===== config.mk =====
export PLATFORM = sky130hd
export DESIGN_NAME = fpadd_system
export DESIGN_NICKNAME = d
export VERILOG_FILES = /design/src/rtl/fpadd_pkg.sv /design/src/rtl/fpadd_core.sv /design/src/rtl/fpadd_system.sv
export SDC_FILE = /design/constraint.sdc
export NUM_CORES = 1
export LEC_CHECK = 0
export ABC_AREA = 1
export ABC_CLOCK_PERIOD_IN_PS = 15600
export CAP_MARGIN = 0
export CORE_ASPECT_RATIO = 1.4
export CORE_MARGIN = 5
export CORE_UTILIZATION = 50
export DETAILED_ROUTE_END_ITERATION = 16
export PLACE_DENSITY = 0.69
export SLEW_MARGIN = 20
export SYNTH_ARGS = -nofsm -noshare
export SYNTH_HDL_FRONTEND = slang
export SYNTH_SLANG_ARGS = --single-unit

===== constraint.sdc =====
create_clock -name clk -period 15.6 [get_ports clk]
set_input_delay 2.34 -clock clk [delete_from_list [all_inputs] [get_ports clk]]
set_output_delay 2.34 -clock clk [all_outputs]
set_load 0.005 [all_outputs]

===== src/rtl/fpadd_pkg.sv =====
// fpadd_pkg: shared constants and helpers for the floating-point adder demo.
//   EXP_W, MAN_W, BIAS : IEEE-754 single-precision field widths and exponent bias
//   QNAN, POS_INF      : canonical quiet NaN and +infinity encodings
//   hex_to_seg()       : 4-bit nibble to active-high 7-segment pattern, bit 6 = a .. bit 0 = g
package fpadd_pkg;

    localparam int EXP_W = 8;
    localparam int MAN_W = 23;
    localparam int BIAS  = 127;

    localparam logic [31:0] QNAN    = 32'h7FC00000;
    localparam logic [31:0] POS_INF = 32'h7F800000;

    function automatic logic [6:0] hex_to_seg(input logic [3:0] nib);
        logic [6:0] seg;
        case (nib)
            4'h0: seg = 7'b1111110;
            4'h1: seg = 7'b0110000;
            4'h2: seg = 7'b1101101;
            4'h3: seg = 7'b1111001;
            4'h4: seg = 7'b0110011;
            4'h5: seg = 7'b1011011;
            4'h6: seg = 7'b1011111;
            4'h7: seg = 7'b1110000;
            4'h8: seg = 7'b1111111;
            4'h9: seg = 7'b1111011;
            4'hA: seg = 7'b1110111;
            4'hB: seg = 7'b0011111;
            4'hC: seg = 7'b1001110;
            4'hD: seg = 7'b0111101;
            4'hE: seg = 7'b1001111;
            default: seg = 7'b1000111;
        endcase
        return seg;
    endfunction

endpackage


===== src/rtl/fpadd_core.sv =====
// fpadd_core: IEEE-754 single-precision adder, round-to-nearest-even, subnormals
// flushed to signed zero. Combinational datapath followed by one output register.
//   clk, rst : clock and synchronous active-high reset (clears sum)
//   a, b     : operands
//   sum      : registered a + b
module fpadd_core
    import fpadd_pkg::*;
(
    input  logic        clk,
    input  logic        rst,
    input  logic [31:0] a,
    input  logic [31:0] b,
    output logic [31:0] sum
);

    // hidden bit + mantissa + guard/round/sticky
    localparam int FW = MAN_W + 4;
    localparam logic signed [9:0] EXP_MAX = 10'(2 * BIAS + 1);

    function automatic logic [4:0] lzc(input logic [FW-1:0] v);
        logic [4:0] n;
        n = 5'(FW);
        // ascending scan: the highest set bit is the last to write n
        for (int i = 0; i < FW; i++) begin
            if (v[i]) n = 5'(FW - 1 - i);
        end
        return n;
    endfunction

    logic             sa, sb, sx, sy;
    logic [EXP_W-1:0] ea, eb, ex, ey, d;
    logic [MAN_W-1:0] ma, mb, mx, my;
    logic [FW-1:0]    fx, fy, aligned, norm;
    logic [2*FW-1:0]  wide;
    logic [FW:0]      raw;
    logic [4:0]       lz;
    logic             round_up;
    logic [MAN_W+1:0] rounded;
    logic [MAN_W-1:0] man;
    logic signed [9:0] exp_n;
    logic [31:0]      sum_d;

    always_comb begin
        {sa, ea, ma} = a;
        {sb, eb, mb} = b;

        // order operands so that |x| >= |y|
        if ({eb, mb} > {ea, ma}) begin
            {sx, ex, mx} = b;
            {sy, ey, my} = a;
        end else begin
            {sx, ex, mx} = a;
            {sy, ey, my} = b;
        end

        d  = ex - ey;
        fx = {1'b1, mx, 3'b000};
        fy = {1'b1, my, 3'b000};
        wide = {fy, {FW{1'b0}}} >> d;
        if (d > 8'(FW - 1)) begin
            aligned = {{(FW-1){1'b0}}, 1'b1};
        end else begin
            aligned = wide[2*FW-1:FW] | {{(FW-1){1'b0}}, |wide[FW-1:0]};
        end

        if (sx ^ sy) raw = {1'b0, fx} - {1'b0, aligned};
        else         raw = {1'b0, fx} + {1'b0, aligned};

        lz    = '0;
        exp_n = $signed({2'b00, ex});
        if (raw[FW]) begin
            // carry out: shift right one, fold the dropped bit into sticky
            norm  = {raw[FW:2], raw[1] | raw[0]};
            exp_n = exp_n + 10'sd1;
        end else begin
            lz    = lzc(raw[FW-1:0]);
            norm  = raw[FW-1:0] << lz;
            exp_n = exp_n - $signed({5'b00000, lz});
        end

        round_up = norm[2] & (norm[1] | norm[0] | norm[3]);
        rounded  = {1'b0, norm[FW-1:3]} + {{(MAN_W+1){1'b0}}, round_up};
        if (rounded[MAN_W+1]) exp_n = exp_n + 10'sd1;
        man = rounded[MAN_W+1] ? rounded[MAN_W:1] : rounded[MAN_W-1:0];

        if (raw == '0)                 sum_d = 32'h0;
        else if (exp_n <= 10'sd0)      sum_d = {sx, 31'h0};
        else if (exp_n >= EXP_MAX)     sum_d = {sx, POS_INF[30:0]};
        else                           sum_d = {sx, exp_n[EXP_W-1:0], man};

        // special operands override the datapath result
        if ((&ea && |ma) || (&eb && |mb))       sum_d = QNAN;
        else if (&ea && &eb)                    sum_d = (sa == sb) ? a : QNAN;
        else if (&ea)                           sum_d = a;
        else if (&eb)                           sum_d = b;
        else if (ea == '0 && eb == '0)          sum_d = {sa & sb, 31'h0};
        else if (ea == '0)                      sum_d = b;
        else if (eb == '0)                      sum_d = a;
    end

    always_ff @(posedge clk) begin
        if (rst) sum <= '0;
        else     sum <= sum_d;
    end

endmodule


===== src/rtl/fpadd_system.sv =====
// fpadd_system: FPGA demo top. Walks a table of NUM operand pairs, adds each pair
// with fpadd_core and shows the 32-bit sum one byte at a time (MSB first) on 8 LEDs
// and two hex 7-segment digits.
//   clk, rst        : 50 MHz clock, synchronous active-high reset
//   leds            : displayed result byte
//   an1,a1..g1,fp1  : high-nibble digit enable, segments, dp (dp marks the MSB byte)
//   an0,a0..g0,fp0  : low-nibble digit enable, segments, dp (dp flags inf/NaN result)
// Parameters: NUM table entries, ROM_FILE name of the matching {a,b} hex image,
// PHASE_CYCLES cycles per displayed byte.
// Macro FPADD_SIM_FAST_EN: when defined each byte is held 4 cycles instead.
module fpadd_system
    import fpadd_pkg::*;
#(
    parameter int    NUM          = 10,
    parameter string ROM_FILE     = "fp_inputs.hex",
    parameter int    PHASE_CYCLES = 50_000_000
) (
    input  logic       clk,
    input  logic       rst,
    output logic [7:0] leds,
    output logic       an0,
    output logic       a0, b0, c0, d0, e0, f0, g0,
    output logic       fp0,
    output logic       an1,
    output logic       a1, b1, c1, d1, e1, f1, g1,
    output logic       fp1
);

`ifdef FPADD_SIM_FAST_EN
    localparam int PHASE_LEN = 4;
`else
    localparam int PHASE_LEN = PHASE_CYCLES;
`endif
    localparam int IDX_W  = (NUM > 1) ? $clog2(NUM) : 1;
    localparam int TICK_W = (PHASE_LEN > 1) ? $clog2(PHASE_LEN) : 1;

    // On-chip operand table, same {a, b} layout as the ROM_FILE image.
    function automatic logic [63:0] rom_word(input logic [IDX_W-1:0] i);
        logic [63:0] w;
        case (int'(i))
            0:       w = {32'h3F800000, 32'h3F800000};
            1:       w = {32'h3FC00000, 32'hBFC00000};
            2:       w = {32'h80000000, 32'h80000000};
            3:       w = {32'h7F7FFFFF, 32'h7F7FFFFF};
            4:       w = {32'h7F800000, 32'hFF800000};
            5:       w = {32'h3F800000, 32'h33800000};
            6:       w = {32'h3F800001, 32'h33800000};
            7:       w = {32'h40400000, 32'hC0000000};
            8:       w = {32'h7FC00000, 32'h3F800000};
            9:       w = {32'h41200000, 32'h40A00000};
            default: w = 64'h0;
        endcase
        return w;
    endfunction

    logic [IDX_W-1:0]  idx;
    logic [1:0]        phase;
    logic [TICK_W-1:0] tick;
    logic [63:0]       rom_q;
    logic [31:0]       r;
    logic [7:0]        disp;
    logic [7:0]        leds_q;
    logic [6:0]        seg0_q, seg1_q;
    logic              an_q, fp0_q, fp1_q;

    always_ff @(posedge clk) begin
        if (rst) begin
            tick  <= '0;
            phase <= '0;
            idx   <= '0;
        end else if (tick == TICK_W'(PHASE_LEN - 1)) begin
            tick  <= '0;
            phase <= phase + 2'd1;
            if (phase == 2'd3) idx <= (idx == IDX_W'(NUM - 1)) ? '0 : idx + 1'b1;
        end else begin
            tick <= tick + 1'b1;
        end
    end

    always_ff @(posedge clk) begin
        if (rst) rom_q <= '0;
        else     rom_q <= rom_word(idx);
    end

    fpadd_core u_core (
        .clk (clk),
        .rst (rst),
        .a   (rom_q[63:32]),
        .b   (rom_q[31:0]),
        .sum (r)
    );

    always_comb begin
        case (phase)
            2'd0:    disp = r[31:24];
            2'd1:    disp = r[23:16];
            2'd2:    disp = r[15:8];
            default: disp = r[7:0];
        endcase
    end

    always_ff @(posedge clk) begin
        if (rst) begin
            leds_q <= '0;
            seg0_q <= '0;
            seg1_q <= '0;
            an_q   <= 1'b0;
            fp0_q  <= 1'b0;
            fp1_q  <= 1'b0;
        end else begin
            leds_q <= disp;
            seg1_q <= hex_to_seg(disp[7:4]);
            seg0_q <= hex_to_seg(disp[3:0]);
            an_q   <= 1'b1;
            fp0_q  <= &r[30:23];
            fp1_q  <= (phase == 2'd0);
        end
    end

    assign leds = leds_q;
    assign an0  = an_q;
    assign an1  = an_q;
    assign fp0  = fp0_q;
    assign fp1  = fp1_q;
    assign {a0, b0, c0, d0, e0, f0, g0} = seg0_q;
    assign {a1, b1, c1, d1, e1, f1, g1} = seg1_q;

endmodule


# == After elaboration in Yosys (flattened, before gate mapping) ==
# Memories as Yosys holds them, arrays and structs flattened. A register that Yosys moved wholly into a read port is not among the register bits.
# Index checks and enable logic that the tools add are counted.
# totals
regBits,75
rom_bits,1248
in_bits,2
out_inout_bits,26
word_cells,113
mem_count,3
# memory_table
memory,depth,word_bits,rd,rd_clocked_by_memory_dff,wr,line_no,text
(no name shown),16,64,1,1,0,fpadd_system.sv:40,case (int'(i))
(no name shown),16,7,1,1,0,fpadd_pkg.sv:16,case (nib)
(no name shown),16,7,1,1,0,fpadd_pkg.sv:16,
# classes
add_sub_neg,10
magnitude_cmp,4
n_eq_ne,6
shift,2
n_mux,54
n_bitwise,7
n_reduce_logical,18
# op_table
cell,n
2-to-1 mux 32 bit,8
2-to-1 mux 31 bit,3
2-to-1 mux 5 bit,17
2-to-1 mux 23 bit,3
2-to-1 mux 27 bit,2
right shift 54 x 8 -> 54 bit,1
OR reduction 23 bit,2
2-to-1 mux 4 bit,9
greater-than comparator 31 bit,1
adder 27 x 27 -> 28 bit,1
logical NOT 28 bit,1
2-to-1 mux 28 bit,1
subtractor 27 x 27 -> 28 bit,1
bitwise OR 27 x 1 -> 27 bit,1
OR reduction 27 bit,1
left shift 27 x 5 -> 27 bit,1
"adder 26 x 1 -> 26 bit, second input constant",1
"== test 26 bit, second input constant",1
adder 24 x 1 -> 25 bit,1
case mux 8 bit (3 select lines),1
AND reduction 8 bit,3
2-to-1 mux 10 bit,2
logical NOT 8 bit,2
2-to-1 mux 8 bit,2
23 further kinds,35

# == Depth between registers and ports, before layout ==
# Gate-level depths: netlist of run 1.
# logic_depth
depth_word,55
mapped_depth,93
depth_no_buf,89

# == Cells and area by module ==
# From an unflattened synthesis of run 1, not the netlist that was laid out.
# hier_totals
cells_unflattened,2826
hier_area_um2,15920.3
# by_module_without_submodules
mod,n_inst,cells_per_inst,area_per_inst_um2,seq_area_each_um2
fpadd_core,1,2268,11984.0,640.6
fpadd_system,1,558,3936.3,1421.4

# == Worst setup path before layout of run 1 ==
# OpenSTA, ideal clock, no wires.
# synth_timing
kind,register to register
startpoint,reg rom_q[52]
endpoint,reg u_core.sum[26]
setup_time_ns,0.113
t_arrival_ns,11.048
t_required_ns,15.487
setup_slack_ns,4.438
stages_incl_launch_ff,84
path_buffers,6
period_less_slack_ns,11.162
cell_sequence,dfxtp_1 inv_1 ha_1 nand3b_2 nand3_2 nand2_2 buf_6 o21ai_2 o21ai_2 ha_1 inv_1 nand2_2 buf_4 ha_1 nor2_4 inv_2 ha_1 nor2_1 (+48 left out) nor2_1 o21ai_0 inv_1 nor4_1 nand4_1 o21ai_2 inv_1 nor2_1 nand3_2 nand2_4 nor2_8 buf_6 nand2_1 nand2_1 nand2_1 nand2_1 o21ai_1 inv_1
# synth_via
elab_chain_len,55
word_cells_on_any_way,73
cone_classes,add/sub: 7; order compare: 4; shift: 2; mux: 49; bitwise: 6; reduce/logical: 5
# synth_lines
element,line_no,text
"start, declared",fpadd_system.sv:59,logic [63:0] rom_q;
greater-than comparator 31 bit,fpadd_core.sv:48,"if ({eb, mb} > {ea, ma}) begin"
2-to-1 mux 8 bit,fpadd_core.sv:48,
subtractor 8 bit,fpadd_core.sv:56,d = ex - ey;
right shift 54 x 8 -> 54 bit,fpadd_core.sv:59,"wide = {fy, {FW{1'b0}}} >> d;"
OR reduction 27 bit,fpadd_core.sv:63,"aligned = wide[2*FW-1:FW] | {{(FW-1){1'b0}}, |wide[FW-1:0]};"
bitwise OR 27 x 1 -> 27 bit,fpadd_core.sv:63,
2-to-1 mux 27 bit,fpadd_core.sv:60,if (d > 8'(FW - 1)) begin
adder 27 x 27 -> 28 bit or subtractor 27 x 27 -> 28 bit (tied branches),"fpadd_core.sv:67, fpadd_core.sv:66",
(+39 left out),-,
2-to-1 mux 32 bit,fpadd_core.sv:86,if (raw == '0) sum_d = 32'h0;
2-to-1 mux 32 bit,fpadd_core.sv:98,else if (eb == '0) sum_d = a;
2-to-1 mux 32 bit,fpadd_core.sv:97,else if (ea == '0) sum_d = b;
2-to-1 mux 32 bit,fpadd_core.sv:96,"else if (ea == '0 && eb == '0) sum_d = {sa & sb, 31'h0};"
2-to-1 mux 32 bit,fpadd_core.sv:95,else if (&eb) sum_d = b;
2-to-1 mux 32 bit,fpadd_core.sv:94,else if (&ea) sum_d = a;
2-to-1 mux 32 bit,fpadd_core.sv:93,else if (&ea && &eb) sum_d = (sa == sb) ? a : QNAN;
2-to-1 mux 31 bit (*),fpadd_core.sv:92,if ((&ea && |ma) || (&eb && |mb)) sum_d = QNAN;
"end signal, assigned",fpadd_core.sv:103,else sum <= sum_d;
"end, declared",fpadd_core.sv:13,output logic [31:0] sum
# Mark *: on every way between the ends. The rest lies on a longest branch, timed or not. The select of a mux whose other input is x is not followed.
# A chain may end at the register's enable or synchronous reset.

# == Worst setup path after layout of run 1 ==
# layout_timing
startpoint,reg rom_q[61]
endpoint,reg u_core.sum[21]
# layout_via
elab_chain_len,54
word_cells_on_any_way,77
cone_classes,add/sub: 7; order compare: 4; shift: 2; mux: 49; bitwise: 6; reduce/logical: 9
# layout_lines
element,line_no,text
greater-than comparator 31 bit,fpadd_core.sv:48,
2-to-1 mux 8 bit,fpadd_core.sv:48,
subtractor 8 bit,fpadd_core.sv:56,
right shift 54 x 8 -> 54 bit,fpadd_core.sv:59,
OR reduction 27 bit,fpadd_core.sv:63,
bitwise OR 27 x 1 -> 27 bit,fpadd_core.sv:63,
2-to-1 mux 27 bit,fpadd_core.sv:60,
adder 27 x 27 -> 28 bit or subtractor 27 x 27 -> 28 bit (tied branches),"fpadd_core.sv:67, fpadd_core.sv:66",
(+38 left out),-,
2-to-1 mux 31 bit,fpadd_core.sv:87,"else if (exp_n <= 10'sd0) sum_d = {sx, 31'h0};"
2-to-1 mux 32 bit,fpadd_core.sv:86,
2-to-1 mux 32 bit,fpadd_core.sv:98,
2-to-1 mux 32 bit,fpadd_core.sv:97,
2-to-1 mux 32 bit,fpadd_core.sv:96,
2-to-1 mux 32 bit,fpadd_core.sv:95,
2-to-1 mux 32 bit,fpadd_core.sv:94,
2-to-1 mux 32 bit,fpadd_core.sv:93,
# Parallel ways exist; a longest one is shown, timed or not. The select of a mux whose other input is x is not followed.

==> impl_metrics.json, run 1 <==
{
  "drt_iter0_drc": 1029,
  "htree_levels": 3,
  "grt_pass1_vias": 13238,
  "synth_edf_count": 0,
  "post-route-period-util_pct": 88.9,
  "power_w": 0.000917,
  "cts_resized": 0,
  "fin_skew_ns": 0.00849,
  "ant_nets": 0,
  "powerDensity_mw_per_mm2": 68.9,
  "core_mm2": 0.0253,
  "die_area_mm2": 0.0289,
  "syn_nets": 2329,
  "area_growth_pct": 4.04,
  "async_flop_share_pct": 0,
  "die_w_um": 145,
  "fin_crit_ns": 13.88,
  "dp.final_hpwl_um": 30900,
  "max_stage_delay_ns": 0.75,
  "holdBufCountCts": 0,
  "worst_slew_pin_slew_ns": 1.10,
  "postCtsSetupBuffers": 0,
  "avgSynthCellArea_um2": 5.74,
  "cts_tree": "done",
  "die_y_um": 199,
  "finalSetupViolCount": 0,
  "antenna_found_initial": 0,
  "status": "complete, no violations",
  "clock_latency_ns": 0.34,
  "cts_sinks": 103,
  "gp_congestion": 0.974,
  "cp.buffers_inverters": 10,
  "synth_top_cell_area_share_pct": 19.9,
  "synth.cell_area_mm2": 0.0128,
  "required_ns": 15.87,
  "register_area_mm2": 0.00206,
  "wl_per_cell_um": 15.5,
  "drive_gt1_share_pct": 5.61,
  "start_util_pct": 50.5,
  "rows": 69,
  "hold_violations": 0,
  "finalNetCount": 2291,
  "cts_buffer_depth": 2,
  "path_max_fanout": 34,
  "grt_util_all_layers_pct": 25.7,
  "cp_common_cell": "nand2_1",
  "vdd_drop_max_mv": 0.111,
  "cts_root_buf": "clkbuf_16",
  "num_antenna_cells": 0,
  "critPathKind": "register to register",
  "synth-seq-area-share_pct": 16.1,
  "cts_buffers": 9,
  "grt_max_degree": 48,
  "multi_input_area_mm2": 0.00921,
  "drv_slew": 0,
  "cp-start-kind": "register",
  "io_pins": 28,
  "relSlewSlack_pct": 26.1,
  "cap_viol_max_count": 0,
  "tns_ns": 0,
  "drc_errors": 0,
  "synthFlopType": "dfxtp_1",
  "p_leak_nw": 7.11,
  "fill_cells": 2712,
  "grt_overflow": 0,
  "slowest_stage": "a21oi_4",
  "netlist_instances": 2227,
  "yosysUniqueCellTypes": 61,
  "timing.hold.ws_ns": 0.445,
  "endpoint_kind": "register",
  "vias": 14250,
  "cts.clk_slew.worst_paths_ns": 0.07,
  "yosysWarningCount": 0,
  "place.port_buffers": 27,
  "synthTopCellsByArea": "nand2_1 (20%), dfxtp_1 (16%), nand3_1 (11%), ha_1 (9.6%), inv_1 (6.9%)",
  "arrival_ns": 14.14,
  "ys_ff_latch": 103,
  "yosys.area.top_type": "nand2_1",
  "fin_util_pct": 52.6,
  "grt_pass1_wl_um": 63200,
  "hold_path_class": "register to register",
  "dr.pass1.iters": 6,
  "crit_family": "simple AND/OR/NAND/NOR gates",
  "fmax_mhz": 72.1,
  "rsz0062_at_grt": "false",
  "viasPerCell": 5.67,
  "wirelength_um": 39000
}
-- metal layers --
layer  GRT usage, %  routed length (um)  vias up
li1               -                   -     7168
met1           27.9               15300     6426
met2           50.1               20000      507
met3           1.61                1650      149
met4           13.0                2170        0
met5              0                   0        -
-- state kept, by name, indices dropped and copies added (netlist names), 2 cells and up --
signal	count
u_core.sum	32
tick	26
rom_q	14
leds	8
seg0_q	7
seg1_q	7
idx	4
phase	2
-- stage by stage --
stage	worst slack (ns)	cells	instance area (um^2)
after floorplan	4.44	2227	12800
after global placement	2.25	2497	13000
after detailed placement	2.03	2497	13000
after CTS	1.97	2512	13300
after global routing	0.405	2512	13300
final	1.72	2512	13300
-- cell usage after synthesis, types with 6 or more instances --
| library cell | number |
|---|---|
| nand4_1 | 31 |
| dfxtp_1 | 103 |
| buf_6 | 9 |
| clkinv_1 | 6 |
| a22o_1 | 6 |
| clkbuf_1 | 21 |
| buf_2 | 27 |
| o21a_1 | 6 |
| a21oi_1 | 138 |
| nor3_1 | 31 |
| nand3_2 | 6 |
| inv_1 | 235 |
| buf_4 | 24 |
| nand2_1 | 677 |
| o22ai_1 | 12 |
| a31oi_1 | 14 |
| nand2_2 | 18 |
| nor3b_1 | 7 |
| o211ai_1 | 7 |
| o21ai_0 | 64 |
| a211oi_1 | 11 |
| o21ai_1 | 28 |
| xor2_1 | 33 |
| nand3_1 | 280 |
| ha_1 | 98 |
| nor2_2 | 12 |
| nor2_1 | 208 |
| or2_2 | 8 |
| o21ai_2 | 7 |
| inv_2 | 27 |
| xnor2_1 | 12 |
| nor4_1 | 9 |
-- layout by cell type, fill, tap and decap left out, types with 6 or more instances in the layout --
cell type,instances
inv_2,27
o22ai_1,12
clkbuf_16,9
o21a_1,6
o21ai_1,27
inv_1,235
clkdlybuf4s50_1,27
xor2_1,33
ha_1,98
nand2_1,677
o211ai_1,7
a211oi_1,11
a22o_1,6
nand2_2,18
nor2_1,207
nor3_1,31
dfxtp_1,102
nand4_1,31
clkinv_1,6
nor4_1,8
xnor2_1,12
a21oi_1,138
or2_2,8
o21ai_0,64
buf_4,7
nand3_1,280
o21ai_2,8
nand3_2,6
a31oi_1,14
nor2_2,13
nor3b_1,7
-- layout make-up --
type                       count  area share, %
clock buffer                  13           2.03
timing repair buffer          34           2.43
sequential                   103           15.5
clock inverter                 2          0.103
tap                          319           3.00
inverter                     270           7.68
multi-input combinational   1771           69.2
-- worst paths after layout --
path	from	end	slack, ns	cells past startpoint
worst max-delay path	rom_q[61]	u_core.sum[21]	1.72	77
worst min-delay path	tick[0]	tick[0]	0.45	1
worst max register to register	rom_q[61]	u_core.sum[21]	1.72	77
worst min register to register	tick[0]	tick[0]	0.45	1
-- report_power, final --
part           total (W)  internal, W  switching [W]
registers       0.000286     0.000279     0.00000731
clock network   0.000212     0.000121      0.0000908
logic           0.000419     0.000137       0.000282
-- logic make-up (layout without fill, tap and decap cells) --
logic type / count (synthesis) / in the layout / synth area share, %
buf+inv: 353 / 319 / 11.9
fa+ha+maj: 100 / 100 / 9.91
compound gates: 322 / 322 / 14.6
simple gates: 1303 / 1303 / 44.2
xor+xnor: 46 / 46 / 3.21
flops: 103 / 103 / 16.1
No activity file was read; power rests on OpenSTA's default activity.
==> inputs of run 2 (changes only) <==
--- a/config.mk
+++ b/config.mk
@@ -6,13 +6,13 @@
 export NUM_CORES = 1
 export LEC_CHECK = 0
 export ABC_AREA = 1
-export ABC_CLOCK_PERIOD_IN_PS = 15600
+export ABC_CLOCK_PERIOD_IN_PS = 12300
 export CAP_MARGIN = 0
 export CORE_ASPECT_RATIO = 1.4
 export CORE_MARGIN = 5
 export CORE_UTILIZATION = 50
 export DETAILED_ROUTE_END_ITERATION = 16
-export PLACE_DENSITY = 0.69
+export PLACE_DENSITY = 0.72
 export SLEW_MARGIN = 20
 export SYNTH_ARGS = -nofsm -noshare
 export SYNTH_HDL_FRONTEND = slang
==> constraint.sdc (replaced) <==
create_clock -name clk -period 12.3 [get_ports clk]
set_input_delay 1.845 -clock clk [delete_from_list [all_inputs] [get_ports clk]]
set_output_delay 1.845 -clock clk [all_outputs]
set_load 0.005 [all_outputs]
==> run 2 against run 1 <==
Net effect: design area grew 3.1%; utilization grew 1.6 points; clock skew grew 0.0032 ns; routed wire length grew 1.1%; global-route usage grew 0.050 points; via count grew 0.62%; worst setup slack lost 0.81 ns; critical endpoint is now u_core.sum[14]; largest power group unchanged.
==> impl_metrics.json, run 2 (synthesis gave the netlist of run 1 again) <==
{
  "status": "complete, no violations",
  "cap_viol_max_count": 0,
  "place.port_buffers": 27,
  "drc_errors": 0,
  "post-route-period-util_pct": 92.6,
  "core_mm2": 0.0253,
  "path_max_fanout": 33,
  "cts_tree": "done",
  "die_w_um": 145,
  "relSlewSlack_pct": 32.9,
  "cp_common_cell": "nand2_1",
  "cts_root_buf": "clkbuf_16",
  "ff2ff_setup_slack_ns": 0.91,
  "fmax_mhz": 87.8,
  "max_stage_delay_ns": 0.43,
  "slowest_stage": "ha_1",
  "powerDensity_mw_per_mm2": 86.5,
  "layout_common_cells": "nand2_1 (677), nand3_1 (280), inv_1 (234), nor2_1 (204), a21oi_1 (138)",
  "htree_levels": 3,
  "cp.buffers_inverters": 10,
  "wirelength_um": 39500,
  "cts.clk_slew.worst_paths_ns": 0.07,
  "wl_per_cell_um": 15.5,
  "viasPerCell": 5.64,
  "rows": 69,
  "register_area_mm2": 0.00207,
  "die_area_mm2": 0.0289,
  "num_antenna_cells": 0,
  "finalNetCount": 2321,
  "cts_buffers": 9,
  "cts_buffer_depth": 2,
  "dp.cells": 2514,
  "io_pins": 28,
  "grt_max_degree": 47,
  "ant_nets": 0,
  "p_leak_nw": 7.26,
  "holdBufCountCts": 0,
  "start_util_pct": 50.5,
  "die_y_um": 199,
  "largestRegisters": "u_core.sum: 32 flops, tick: 26 flops, rom_q: 14 flops",
  "dp.final_hpwl_um": 31300,
  "crit_cells": 74,
  "area_growth_pct": 7.28,
  "drive_gt1_share_pct": 7.56,
  "finalSetupViolCount": 0,
  "finalWorstSetupSlack_ns": 0.910,
  "largest_register_ffs": 32,
  "antenna_found_initial": 0,
  "pre_cts_slack_ns": 0.0278,
  "vias": 14338,
  "dr.pass1.iters": 6,
  "required_ns": 12.55,
  "multi_input_area_mm2": 0.00938,
  "grt_pass1_vias": 13298,
  "hold_violations": 0,
  "grt_pass1_wl_um": 63300,
  "regMostFlops": "u_core.sum",
  "fin_crit_ns": 11.39,
  "grt_overflow": 0,
  "hold_path_class": "register to register",
  "fin_skew_ns": 0.0117,
  "critPathKind": "register to register",
  "layout_commonest_cell": "nand2_1",
  "endpoint_kind": "register",
  "drv_slew": 0,
  "vdd_drop_max_mv": 0.147,
  "cp-start-kind": "register",
  "crit_family": "simple AND/OR/NAND/NOR gates",
  "layoutNonFillerInstCount": 2542,
  "r2r.worst_path.cells": 74,
  "arrival_ns": 11.64,
  "clock_latency_ns": 0.34,
  "fill_cells": 2682,
  "drt_iter0_drc": 984,
  "gp_congestion": 0.988,
  "grt_util_all_layers_pct": 25.8,
  "hold_depth": 2,
  "cts_sinks": 103,
  "worst_slew_pin_slew_ns": 1.00
}
[run 2: worst register-to-register path, delay by kind of cell, from the launching register on]
| kind | cells | cell delay, ns |
|---|---|---|
| and+or+nand+nor | 48 | 5.88 |
| AOI/OAI and AO/OA | 11 | 2.19 |
| adders and majority gates | 5 | 1.64 |
| buffers and inverters | 10 | 1.21 |
| DFF | 1 | 0.37 |
[run 2: stage by stage]
stage                     TNS, ns  utilization, %  area (um^2)  total power (W)  hold WS, ns
after floorplan                 0               -        12800         0.000766        0.418
after global placement          0            52.0        13200         0.000889        0.426
after detailed placement        0            52.0        13200         0.000891        0.433
after CTS                       0            53.2        13500          0.00117        0.442
after global routing      -0.0105            54.2        13700          0.00127        0.467
final                           0            54.2        13700          0.00119        0.443
[run 2: what timing repair did]
action	CTS	global route
pin swaps	0	9
endpoints found under the hold margin	0	0
gates resized for setup	3	32
gates cloned	0	2
setup endpoints to repair	19	31
setup buffers	0	11
[run 2: where the power goes]
| part | internal [W] | switching (W) | total [W] |
|---|---|---|---|
| clock | 0.000162 | 0.000115 | 0.000278 |
| combinational | 0.000185 | 0.000361 | 0.000546 |
| sequential | 0.000354 | 0.00000832 | 0.000362 |
[run 2: path summary, 6_finish.rpt]
kind | start | end
setup reg to reg | rom_q[55] | u_core.sum[14]
setup / recovery | rom_q[55] | u_core.sum[14]
hold / removal | u_core.sum[30] | fp0
hold reg to reg | u_core.sum[30] | fp0
[run 2: layer usage]
metal / vias up / wire, um / global-route usage, %
met5: - / 0 / 0
met4: 0 / 2620 / 17.1
met3: 152 / 1580 / 1.61
met2: 501 / 19600 / 47.8
met1: 6444 / 15600 / 28.3
li1: 7241 / - / -
[run 2: cell type report]
class / count / share of cell area [%]
clock buffers: 12 / 1.80
clock inverters: 3 / 0.319
inverters: 270 / 7.47
multi-input cells: 1773 / 68.4
flip-flops and latches: 103 / 15.1
well taps: 319 / 2.91
repair buffers: 62 / 4.01
